$ cat src/rtl/cpu_pkg.sv
`default_nettype none
// +----------------------------------------------------------------------+
// | cpu_pkg                                                              |
// | Shared phase encoding and RV32I branch funct3 decode for the core.   |
// | Revision: 1.0                                                        |
// +----------------------------------------------------------------------+
package cpu_pkg;

  typedef enum logic [2:0] {
    FETCH     = 3'd0,
    DECODE    = 3'd1,
    EXECUTE   = 3'd2,
    MEM       = 3'd3,
    WRITEBACK = 3'd4,
    HALTED    = 3'd5,
    TRAP      = 3'd6
  } phase_t;

  localparam logic [2:0] c_f3_beq  = 3'b000;
  localparam logic [2:0] c_f3_bne  = 3'b001;
  localparam logic [2:0] c_f3_blt  = 3'b100;
  localparam logic [2:0] c_f3_bge  = 3'b101;
  localparam logic [2:0] c_f3_bltu = 3'b110;
  localparam logic [2:0] c_f3_bgeu = 3'b111;

  // funct3 010/011 are not branches in RV32I and never take.
  function automatic logic branch_cond(input logic [2:0] funct3,
                                       input logic       eq,
                                       input logic       lt);
    logic result;
    result = 1'b0;
    case (funct3)
      c_f3_beq:  result = eq;
      c_f3_bne:  result = !eq;
      c_f3_blt:  result = lt;
      c_f3_bge:  result = !lt;
      c_f3_bltu: result = lt;
      c_f3_bgeu: result = !lt;
      default:   result = 1'b0;
    endcase
    return result;
  endfunction

endpackage
`default_nettype wire

$ cat src/rtl/branch_cmp.sv
`default_nettype none
// +----------------------------------------------------------------------+
// | branch_cmp                                                           |
// | Combinational equality and signed/unsigned less-than comparator.     |
// | Revision: 1.0                                                        |
// +----------------------------------------------------------------------+
module branch_cmp #(
  parameter int XLEN = 32
) (
  input  logic [XLEN-1:0] a,
  input  logic [XLEN-1:0] b,
  input  logic            is_unsigned,
  output logic            eq,
  output logic            lt
);

  always_comb begin
    eq = (a == b);
    if (is_unsigned) lt = (a < b);
    else             lt = ($signed(a) < $signed(b));
  end

endmodule
`default_nettype wire

$ cat src/rtl/pc_sequencer.sv
`default_nettype none
// +----------------------------------------------------------------------+
// | pc_sequencer                                                         |
// | Multi-cycle PC / phase sequencer with branch resolve and trap.       |
// | Revision: 1.0                                                        |
// +----------------------------------------------------------------------+
module pc_sequencer
  import cpu_pkg::*;
#(
  parameter int                XLEN         = 32,
  parameter logic [XLEN-1:0]   RESET_VECTOR = '0,
  parameter int                CNT_W        = 32
) (
  input  logic             clk,
  input  logic             rst,
  input  logic             imem_ready,
  input  logic             dmem_ready,
  input  logic             is_mem,
  input  logic             is_branch,
  input  logic             is_jump,
  input  logic [2:0]       br_funct3,
  input  logic [XLEN-1:0]  rs1_val,
  input  logic [XLEN-1:0]  rs2_val,
  input  logic [XLEN-1:0]  target,
  input  logic             halt_req,
  output logic [XLEN-1:0]  pc,
  output logic [2:0]       phase,
  output logic             imem_req,
  output logic             dmem_req,
  output logic             wb_en,
  output logic             br_eq,
  output logic             br_lt,
  output logic             br_taken,
  output logic             trap,
  output logic             halted,
  output logic [CNT_W-1:0] retired
);

  phase_t            r_state;
  phase_t            w_next;
  logic [XLEN-1:0]   r_pc;
  logic [CNT_W-1:0]  r_retired;
  logic              r_br_eq;
  logic              r_br_lt;
  logic              r_br_taken;
  logic              w_eq;
  logic              w_lt;
  logic              w_trap_hit;
  logic              w_retire;

  branch_cmp #(.XLEN(XLEN)) u_cmp (
    .a           (rs1_val),
    .b           (rs2_val),
    .is_unsigned (br_funct3[1]),
    .eq          (w_eq),
    .lt          (w_lt)
  );

  // A taken transfer to a non-word-aligned target aborts the retire.
  assign w_trap_hit = r_br_taken && (target[1:0] != 2'b00);

  always_ff @(posedge clk) begin
    if (!rst) r_state <= FETCH;
    else      r_state <= w_next;
  end

  always_comb begin
    w_next   = r_state;
    imem_req = 1'b0;
    dmem_req = 1'b0;
    w_retire = 1'b0;
    trap     = 1'b0;
    halted   = 1'b0;
    case (r_state)
      FETCH: begin
        imem_req = 1'b1;
        if (imem_ready) w_next = DECODE;
      end
      DECODE:  w_next = EXECUTE;
      EXECUTE: w_next = is_mem ? MEM : WRITEBACK;
      MEM: begin
        dmem_req = 1'b1;
        if (dmem_ready) w_next = WRITEBACK;
      end
      WRITEBACK: begin
        if (w_trap_hit) begin
          w_next = TRAP;
        end else begin
          w_retire = 1'b1;
          w_next   = halt_req ? HALTED : FETCH;
        end
      end
      HALTED: begin
        halted = 1'b1;
        if (!halt_req) w_next = FETCH;
      end
      TRAP: begin
        trap   = 1'b1;
        w_next = TRAP;
      end
      default: w_next = FETCH;
    endcase
  end

  always_ff @(posedge clk) begin
    if (!rst) begin
      r_pc       <= RESET_VECTOR;
      r_retired  <= '0;
      r_br_eq    <= 1'b0;
      r_br_lt    <= 1'b0;
      r_br_taken <= 1'b0;
    end else begin
      if (r_state == EXECUTE) begin
        r_br_eq    <= w_eq;
        r_br_lt    <= w_lt;
        r_br_taken <= is_jump | (is_branch & branch_cond(br_funct3, w_eq, w_lt));
      end
      if (w_retire) begin
        r_pc      <= r_br_taken ? target : (r_pc + XLEN'(4));
        r_retired <= r_retired + CNT_W'(1);
      end
    end
  end

  assign pc       = r_pc;
  assign phase    = r_state;
  assign wb_en    = w_retire;
  assign br_eq    = r_br_eq;
  assign br_lt    = r_br_lt;
  assign br_taken = r_br_taken;
  assign retired  = r_retired;

endmodule
`default_nettype wire

$ cat config.mk
export PLATFORM = sky130hd
export DESIGN_NAME = pc_sequencer
export DESIGN_NICKNAME = d
export VERILOG_FILES = /design/src/rtl/cpu_pkg.sv /design/src/rtl/branch_cmp.sv /design/src/rtl/pc_sequencer.sv
export SDC_FILE = /design/constraint.sdc
export NUM_CORES = 1
export LEC_CHECK = 0
export BUFFER_PORTS_ARGS = -buffer_cell sky130_fd_sc_hd__buf_4
export CORE_ASPECT_RATIO = 1.4
export CORE_UTILIZATION = 45
export DETAILED_ROUTE_END_ITERATION = 7
export PLACE_DENSITY = 0.81
export SYNTH_ARGS = -nofsm -noshare
export SYNTH_HDL_FRONTEND = slang
export SYNTH_SLANG_ARGS = --single-unit
$ cat constraint.sdc
create_clock -name clk -period 3.95 [get_ports clk]
set_clock_uncertainty 0.1 [all_clocks]
set_input_delay 0.395 -clock clk [delete_from_list [all_inputs] [get_ports clk]]
set_output_delay 0.395 -clock clk [all_outputs]
set_load 0.01 [all_outputs]
# Yosys cells after proc, flatten, opt, wreduce, memory -nomap -nowiden
# Index checks and enable logic that the tools add are counted.
[word_totals] regBits=70 latch_bits=0 mem_bits_rw=0 romBits=0 input_bits=107 out_inout_bits=75 word_cells=54 mem_count=0
[op_classes] n_addsub=2 multipliers=0 n_div=0 n_lt_le_gt_ge=2 eq_ne=15 shifts=0 n_mux=18 n_bitwise=2 n_reduce_logical=9
[op_table] op="< comparator 32 bit" count=2
[op_table] op="adder 32 x 1 -> 32 bit (second input constant)" count=1
[op_table] op="adder 32 x 3 -> 32 bit (second input constant)" count=1
[op_table] op="== test 32 bit" count=1
[op_table] op="2-to-1 mux 32 bit" count=1
[op_table] op="== test 3 bit (second input constant)" count=7
[op_table] op="one-hot mux 3 bit (7 select lines)" count=1
[op_table] op="2-to-1 mux 3 bit" count=6
[op_table] op="2-to-1 mux 1 bit" count=9
[op_table] op="== test 3 x 1 -> 1 bit (second input constant)" count=2
[op_table] op="== test 3 x 2 -> 1 bit (second input constant)" count=2
[op_table] op="logical NOT 3 bit" count=2
[op_table] op="inequality test 2 bit (second input constant)" count=3
[op_table] op="one-hot mux 1 bit (4 select lines)" count=1
[op_table] op="OR reduction 2 bit" count=2
[op_table] op="AND reduction 3 bit" count=1
[op_table] op="logical NOT 1 bit" count=2
[op_table] op="nonzero test 2 bit" count=1
[op_table] op="AND 1 bit" count=1
[op_table] op="logical AND 1 bit" count=1
[op_table] op="OR 1 bit" count=1

# Longest topological paths before layout
# Gate-level depths: netlist (run 1).
[logic_depth] ltp_word=8 ltp_mapped=10 mapped_depth_nobuf=9

# Modules after synthesis
# Synthesis (run 1) repeated with hierarchy kept, for this count alone.
[unflattened] hier_cells=637 hier_area_um2=4958.5
[by_module_without_submodules] module="pc_sequencer" n_inst=1 cells_per_inst=525 area_per_inst_um2=4144.0 seq_area_each_um2=1401.3
[by_module_without_submodules] module="branch_cmp" n_inst=1 cells_per_inst=112 area_per_inst_um2=814.5 seq_area_each_um2=0.0

# Worst setup path before layout (run 1)
# No wires, ideal clock.
[synth_path] path_kind="in2reg" start="input port rs2_val[31]" end="register r_br_taken (netlist: br_taken)" setup_ns=0.145 t_arrival_ns=2.319 t_required_ns=3.705 setup_slack_ns=1.386 stages=10 path_buffers=1 cell_sequence="inv_1 > ha_1 > nand4_1 > or4_1 > buf_2 > o31a_1 > o21ai_1 > o41ai_1 > o31ai_1 > a31oi_1"
[synth_via] elab_chain_len=8 word_cells_on_any_way=11 cone_classes="order compare (2); eq/ne (1); mux (4); bitwise (2); reduce/logical (2)"
[synth_rtl] element="start: declaration" line="pc_sequencer.sv:23" rtl="input logic [XLEN-1:0] rs2_val,"
[synth_rtl] element="< comparator 32 bit, on equally long branches" line="branch_cmp.sv:20, branch_cmp.sv:19"
[synth_rtl] element="2-to-1 mux 1 bit" line="branch_cmp.sv:19" rtl="if (is_unsigned) lt = (a < b);"
[synth_rtl] element="logical NOT 1 bit" line="cpu_pkg.sv:36, cpu_pkg.sv:38"
[synth_rtl] element="one-hot mux 1 bit (4 select lines) *" line="cpu_pkg.sv:32" rtl="case (funct3)"
[synth_rtl] element="2-to-1 mux 1 bit *" line="pc_sequencer.sv:113" rtl="if (r_state == EXECUTE) begin"
[synth_rtl] element="2-to-1 mux 1 bit *" line="pc_sequencer.sv:106" rtl="if (!rst) begin"
[synth_rtl] element="AND 1 bit *" line="pc_sequencer.sv:116" rtl="r_br_taken <= is_jump | (is_branch & branch_cond(br_funct3, w_eq, w_lt));"
[synth_rtl] element="OR 1 bit *" line="pc_sequencer.sv:116"
[synth_rtl] element="end signal: assignment" line="pc_sequencer.sv:116"
[synth_rtl] element="end: declaration" line="pc_sequencer.sv:45" rtl="logic r_br_taken;"
# Mark *: on every way between the ends. The rest lies on a longest branch, timed or not. The select of a mux whose other input is x is not followed.
# A chain may end at the register's enable or synchronous reset.

# Worst setup path after layout (run 1)
[layout_path] start="register r_state[2] (netlist: phase[2])" end="output port wb_en"
[layout_via] elab_chain_len=2
[layout_rtl] element="start: declaration" line="pc_sequencer.sv:39" rtl="phase_t r_state;"
[layout_rtl] element="start signal: assignment" line="pc_sequencer.sv:64" rtl="else r_state <= w_next;"
[layout_rtl] element="== test 3 bit" line="pc_sequencer.sv:74" rtl="case (r_state)"
[layout_rtl] element="2-to-1 mux 1 bit" line="pc_sequencer.sv:74"
[layout_rtl] element="end: declaration" line="pc_sequencer.sv:30" rtl="output logic wb_en,"
# Every way passes these cells.

==> results_dict.tcl, run 1 <==
set metrics [dict create \
    status "finished clean" \
    crit_path_start_kind "register" \
    yosysTopAreaCell "dfxtp_1" \
    clk_latency_ps 340 \
    fmax_mhz 342 \
    cts_resized 0 \
    fp.dieW_um 86.9 \
    p_per_area_nw_per_um2 296 \
    wl_mm 13.6 \
    min_to "br_taken$_SDFFE_PN0N_" \
    clk_pin_slew_ps 60 \
    cts_buffers 9 \
    layout.nets 903 \
    ant_nets 0 \
    io_buffers 181 \
    cts_hold_buf 0 \
    syn-cell-area_um2 4540 \
    synth_cell_types 54 \
    path_max_fanout 35 \
    synthTopCellsByArea "dfxtp_1, ha_1, a21oi_1" \
    hpwl_mm 10.5 \
    synth_top_cell_area_share_pct 30.9 \
    drive_above_1_share_pct 27.7 \
    async_flop_share_pct 0 \
    diodes 0 \
    synth-edff-count 0 \
    cp.required_ps 3450 \
    vias 4997 \
    slew_headroom_pct 51.5 \
    vias_per_cell 5.55 \
    drc_errors 0 \
    routedWlPerCell_um 15.1 \
    final_cell_mix "buf_4, dfxtp_1, nand2_1" \
    fin_crit_ps 2920 \
    synth_seq_cells 70 \
    p_leak_nw 2.78 \
    worst_pin_slew_ps 722 \
    clock-sinks 70 \
    synth_nets 731 \
    cts_buffer_depth 2 \
    cp.arrival_ps 2430 \
    rsz0062_at_grt "false" \
    nFillCells 861 \
    grt_max_degree 36 \
    holdCritStartpoint "is_jump" \
    critical_path_class "register to primary output" \
    final_max_slew_viol_count 0 \
    switching_share_pct 28.8 \
    cts_tree "done" \
    area_growth_pct 38.1 \
    grt_pass1_wl_mm 21.7 \
    maxCapViolCount 0 \
    ir_drop_uv 220 \
    rr_startpoint "phase[2]$_SDFFE_PN0P_" \
    hold_class "input port to register" \
    die_area_um2 10500 \
    die_h_um 121 \
    htree_num_levels 3 \
    r2r_slack_ps 1260 \
    rows 43 \
    worst_setup_path_end_kind "primary output" \
    reg2reg_depth 6 \
    ys_seq_area_share_pct 30.9 \
    cts_root_buf "clkbuf_16" \
    finalHoldViolations 0 \
    layout.cells.most_common "buf_4" \
    hold_depth 3 \
    avgSynthCellArea_um2 7.69 \
    grt_overflow 0 \
    sequentialPowerShare_pct 40.6 \
    finalWeightedCongestion 0.853 \
    initial_core_util_pct 46.1 \
    fin_crit_sh_pct 74.0 \
    yosysWarnings 0 \
    r2r-end "retired[26]$_SDFFE_PN0P_" \
    antenna_found_initial 0 \
    p_sw_mw 0.535 \
    synth_cells 590 \
    ios 182 \
    grt_pass1_vias 4809 \
    p_comb_share_pct 20.2 \
    drt_iter0_drc 184 \
    pwr-share-clk_pct 39.2 \
    cts_setup_buffers 0 \
    first_pass_iters 5 \
    grt_usage_pct 26.2 \
    power_mw 1.86 \
    fin_tns_setup_ps 0 \
    setup_viol 0 \
    internal_power_mw 1.32 \
    core-area_um2 9850 \
    ys.flop_type "dfxtp_1" \
]
[layer usage]
metal	vias to the layer above	global-route usage (%)	part of all wire, %
li1	2458	-	-
met1	2324	28.2	38
met2	195	47.7	52
met3	20	6.96	7.2
met4	0	10.6	2.5
met5	-	0	0
[worst max-delay path: stages (launching register included)]
cell	delay (ps)
dfxtp_1	550
nor3b_4	390
nand2_1	90
buf_4	240
inv_1	200
buf_4	390
buf_4	200
[cells in the mapped netlist, types with 3 or more instances]
master	count
nor3_1	12
and4_1	5
dfxtp_1	70
nand4_1	16
nor4_1	4
a21oi_1	50
o31ai_1	3
and2_1	7
clkbuf_1	19
nand2_1	64
a31oi_1	10
o21ai_0	31
xor2_1	15
ha_1	34
nor2_1	57
o221ai_1	3
a221oi_1	10
buf_2	5
inv_1	47
xnor2_1	18
o211ai_1	4
mux2i_1	6
nand3_1	32
a211oi_1	4
or3_1	12
and3_1	15
[power groups by stage]
stage | registers (mW) | clock network, mW | logic [mW]
6_report | 0.753 | 0.728 | 0.375
5_1_grt | 0.757 | 0.774 | 0.416
3_3_place_gp | 0.767 | 0 | 0.362
2_1_floorplan | 0.758 | 0 | 0.207
4_1_cts | 0.753 | 0.740 | 0.375
3_5_place_dp | 0.768 | 0 | 0.373
[sequential cells by signal, indices dropped and copies added, names as in the netlist]
| signal | count |
|---|---|
| br_eq | 1 |
| retired | 32 |
| br_lt | 1 |
| pc | 32 |
| br_taken | 1 |
| phase | 3 |
[layout make-up]
class                   instances  area (um2)  area share (%)
multi-input cells             449        2860            45.7
flip-flops and latches         70        1400            22.4
repair buffers                185        1390            22.2
clock buffers                   9         225            3.60
inverters                      47         176            2.82
well taps                     135         169            2.70
clock inverters                 6        40.0           0.639
[worst max-delay path by stage]
stage                                startpoint                     to  slack [ps]
after CTS                 phase[2]$_SDFFE_PN0P_                  wb_en        1020
after detailed placement            rs2_val[31]  br_taken$_SDFFE_PN0N_        1080
after global routing      phase[2]$_SDFFE_PN0P_                  wb_en         850
final                     phase[2]$_SDFFE_PN0P_                  wb_en        1030
after global placement              rs2_val[31]  br_taken$_SDFFE_PN0N_        1190
after floorplan                     rs2_val[31]  br_taken$_SDFFE_PN0N_        1390
[kinds of logic (layout without fill, tap and decap cells)]
logic type | count (synthesis) | in the layout | share of synthesized area [%]
simple gates | 240 | 240 | 27.6
compound gates | 136 | 136 | 18.4
buf+inv | 71 | 247 | 6.01
flops | 70 | 70 | 30.9
fa+ha+maj | 34 | 34 | 9.38
xor+xnor | 33 | 33 | 6.37
mux | 6 | 6 | 1.32
[through the flow]
stage | worst slack (ps) | area (um2) | hold slack [ps] | cells | utilization [%]
finish | 1030 | 6260 | 213 | 901 | 63.6
global route | 850 | 6260 | 224 | 901 | 63.6
CTS | 1020 | 6260 | 196 | 901 | 63.6
detailed placement | 1080 | 6000 | 370 | 886 | 60.9
global placement | 1190 | 6000 | 367 | 886 | 60.9
floorplan | 1390 | 4540 | 404 | 590 | -
Power figures use the tool's default switching activity.
==> run 2, diff against run 1 <==
Settings changed: PLACE_DENSITY 0.81 to 0.84.
Clock period 3.95 ns to 2.4 ns, I/O delays scaled along.
==> results_dict.tcl, run 2 (same netlist as run 1, synthesis figures left out) <==
set metrics [dict create \
    status "finished clean" \
    critPathTopFamily "simple AND/OR/NAND/NOR gates" \
    ios 182 \
    grt_usage_pct 26.9 \
    fin_crit_ps 2230 \
    final_max_slew_viol_count 0 \
    fin_hold_ws_ps 34.5 \
    p_sw_mw 0.888 \
    slew_headroom_pct 60.5 \
    stdcell_count 930 \
    p_comb_share_pct 21.7 \
    internal_power_mw 2.39 \
    nFillCells 811 \
    clk_pin_slew_ps 60 \
    wl_mm 14.1 \
    fmax_mhz 449 \
    p_per_area_nw_per_um2 500 \
    p_leak_nw 2.97 \
    worstPathCellList "nand2_1, or3_1, nor4b_4, nand2_1, o21ai_0, a21oi_1, a211oi_1" \
    pwr-share-clk_pct 41.4 \
    io_buffers 181 \
    final_cell_mix "buf_4, dfxtp_1, nand2_1" \
    area_growth_pct 44.5 \
    critical_path_class "register to register" \
    cts_buffers 9 \
    cts_root_buf "clkbuf_16" \
    grt_overflow 0 \
    grt_pass1_vias 5085 \
    switching_share_pct 27.1 \
    hold_class "input port to register" \
    die_h_um 121 \
    layout.nets 931 \
    antenna_found_initial 0 \
    drt_iter0_drc 291 \
    ir_drop_uv 365 \
    finalWeightedCongestion 0.865 \
    htree_num_levels 3 \
    drc_errors 0 \
    cts_tree "done" \
    slowest_stage "or3_1" \
    clock-sinks 70 \
    cts_buffer_depth 2 \
    die_area_um2 10500 \
    first_pass_iters 5 \
    cp.required_ps 2540 \
    worst_setup_path_end_kind "register" \
    crit_top_cell "nand2_1" \
    vias 5225 \
    drive_above_1_share_pct 30.6 \
    vias_per_cell 5.62 \
    worst_pin_slew_ps 593 \
    core-area_um2 9850 \
    layout.cells.most_common "buf_4" \
    crit_buf_inv 0 \
    path_max_fanout 6 \
    crit_path_start_kind "register" \
    rows 43 \
    maxCapViolCount 0 \
    fin_crit_sh_pct 92.8 \
    routedWlPerCell_um 15.1 \
    finalHoldViolations 0 \
    grt_max_degree 54 \
    clk_latency_ps 330 \
    slowest_delay_ps 480 \
    cp.arrival_ps 2370 \
    diodes 0 \
    rsz0062_at_grt "false" \
    setup_viol 0 \
    hpwl_mm 10.8 \
    sequentialPowerShare_pct 37.0 \
    dp_cells 914 \
    fp.dieW_um 86.9 \
    grt_pass1_wl_mm 22.3 \
    postLayoutCoreUtil_pct 66.6 \
    ant_nets 0 \
    initial_core_util_pct 46.1 \
]
==> run 2: cell count changes in the layout (fill, tap and decap cells not counted) <==
cell,previous run,this run
buf_12,0,1
inv_6,0,1
clkinvlp_4,4,1
clkbuf_8,0,2
ha_4,0,1
buf_4,185,212
ha_1,34,33
bufinv_16,0,1
nor4_4,1,2
nand3_2,0,1
nor4_2,1,0
nand3_1,32,31
==> run 2: cell type report <==
class                   count  area (um2)  share of cell area (%)
repair buffers            213        1610                    24.6
well taps                 135         169                    2.58
clock inverters             5        56.3                   0.859
clock buffers              11         253                    3.86
flip-flops and latches     70        1400                    21.4
inverters                  47         176                    2.69
multi-input cells         449        2890                    44.1
==> run 2: final timing paths <==
path	from	endpoint	slack [ps]	cells after the start
worst max-delay path	pc[2]$_SDFFE_PN0P_	pc[29]$_SDFFE_PN0P_	170	7
worst min-delay path	target[4]	pc[4]$_SDFFE_PN0P_	30	3
worst max register to register	pc[2]$_SDFFE_PN0P_	pc[29]$_SDFFE_PN0P_	170	7
worst min register to register	pc[0]$_SDFFE_PN0P_	pc[0]$_SDFFE_PN0P_	380	1
==> run 2: worst min-delay path: stages <==
cell	delay, ps
buf_4	80
a21oi_1	50
nor2_1	70
==> run 2: power by group through the flow <==
stage | Clock, mW | Sequential, mW | Combinational (mW)
floorplan | 0 | 1.25 | 0.344
global placement | 0 | 1.24 | 0.674
detailed placement | 0 | 1.24 | 0.705
CTS | 1.38 | 1.21 | 0.708
global route | 1.42 | 1.21 | 0.784
finish | 1.36 | 1.21 | 0.711
==> run 2: timing repair <==
item | in CTS | in global routing
endpoints found under the setup margin | 0 | 2
gates resized for setup | 0 | 2
setup buffers | 0 | 0
hold buffers | 0 | 0
==> run 2: routing by layer <==
layer	track usage (%)	wire length, um
met4	14.8	584
met3	6.83	1140
met2	49.2	7230
met1	27.2	5120
met5	0	0
==> run 2: stage by stage <==
| step | worst slack (ps) | TNS, ps | power (mW) | instance area (um2) |
|---|---|---|---|---|
| after CTS | 123 | 0 | 3.30 | 6540 |
| final | 172 | 0 | 3.28 | 6560 |
| after global placement | 3.75 | 0 | 1.91 | 6230 |
| after global routing | 4.93 | 0 | 3.42 | 6560 |
| after floorplan | 34.2 | 0 | 1.59 | 4550 |
| after detailed placement | -48.4 | -48.4 | 1.94 | 6230 |
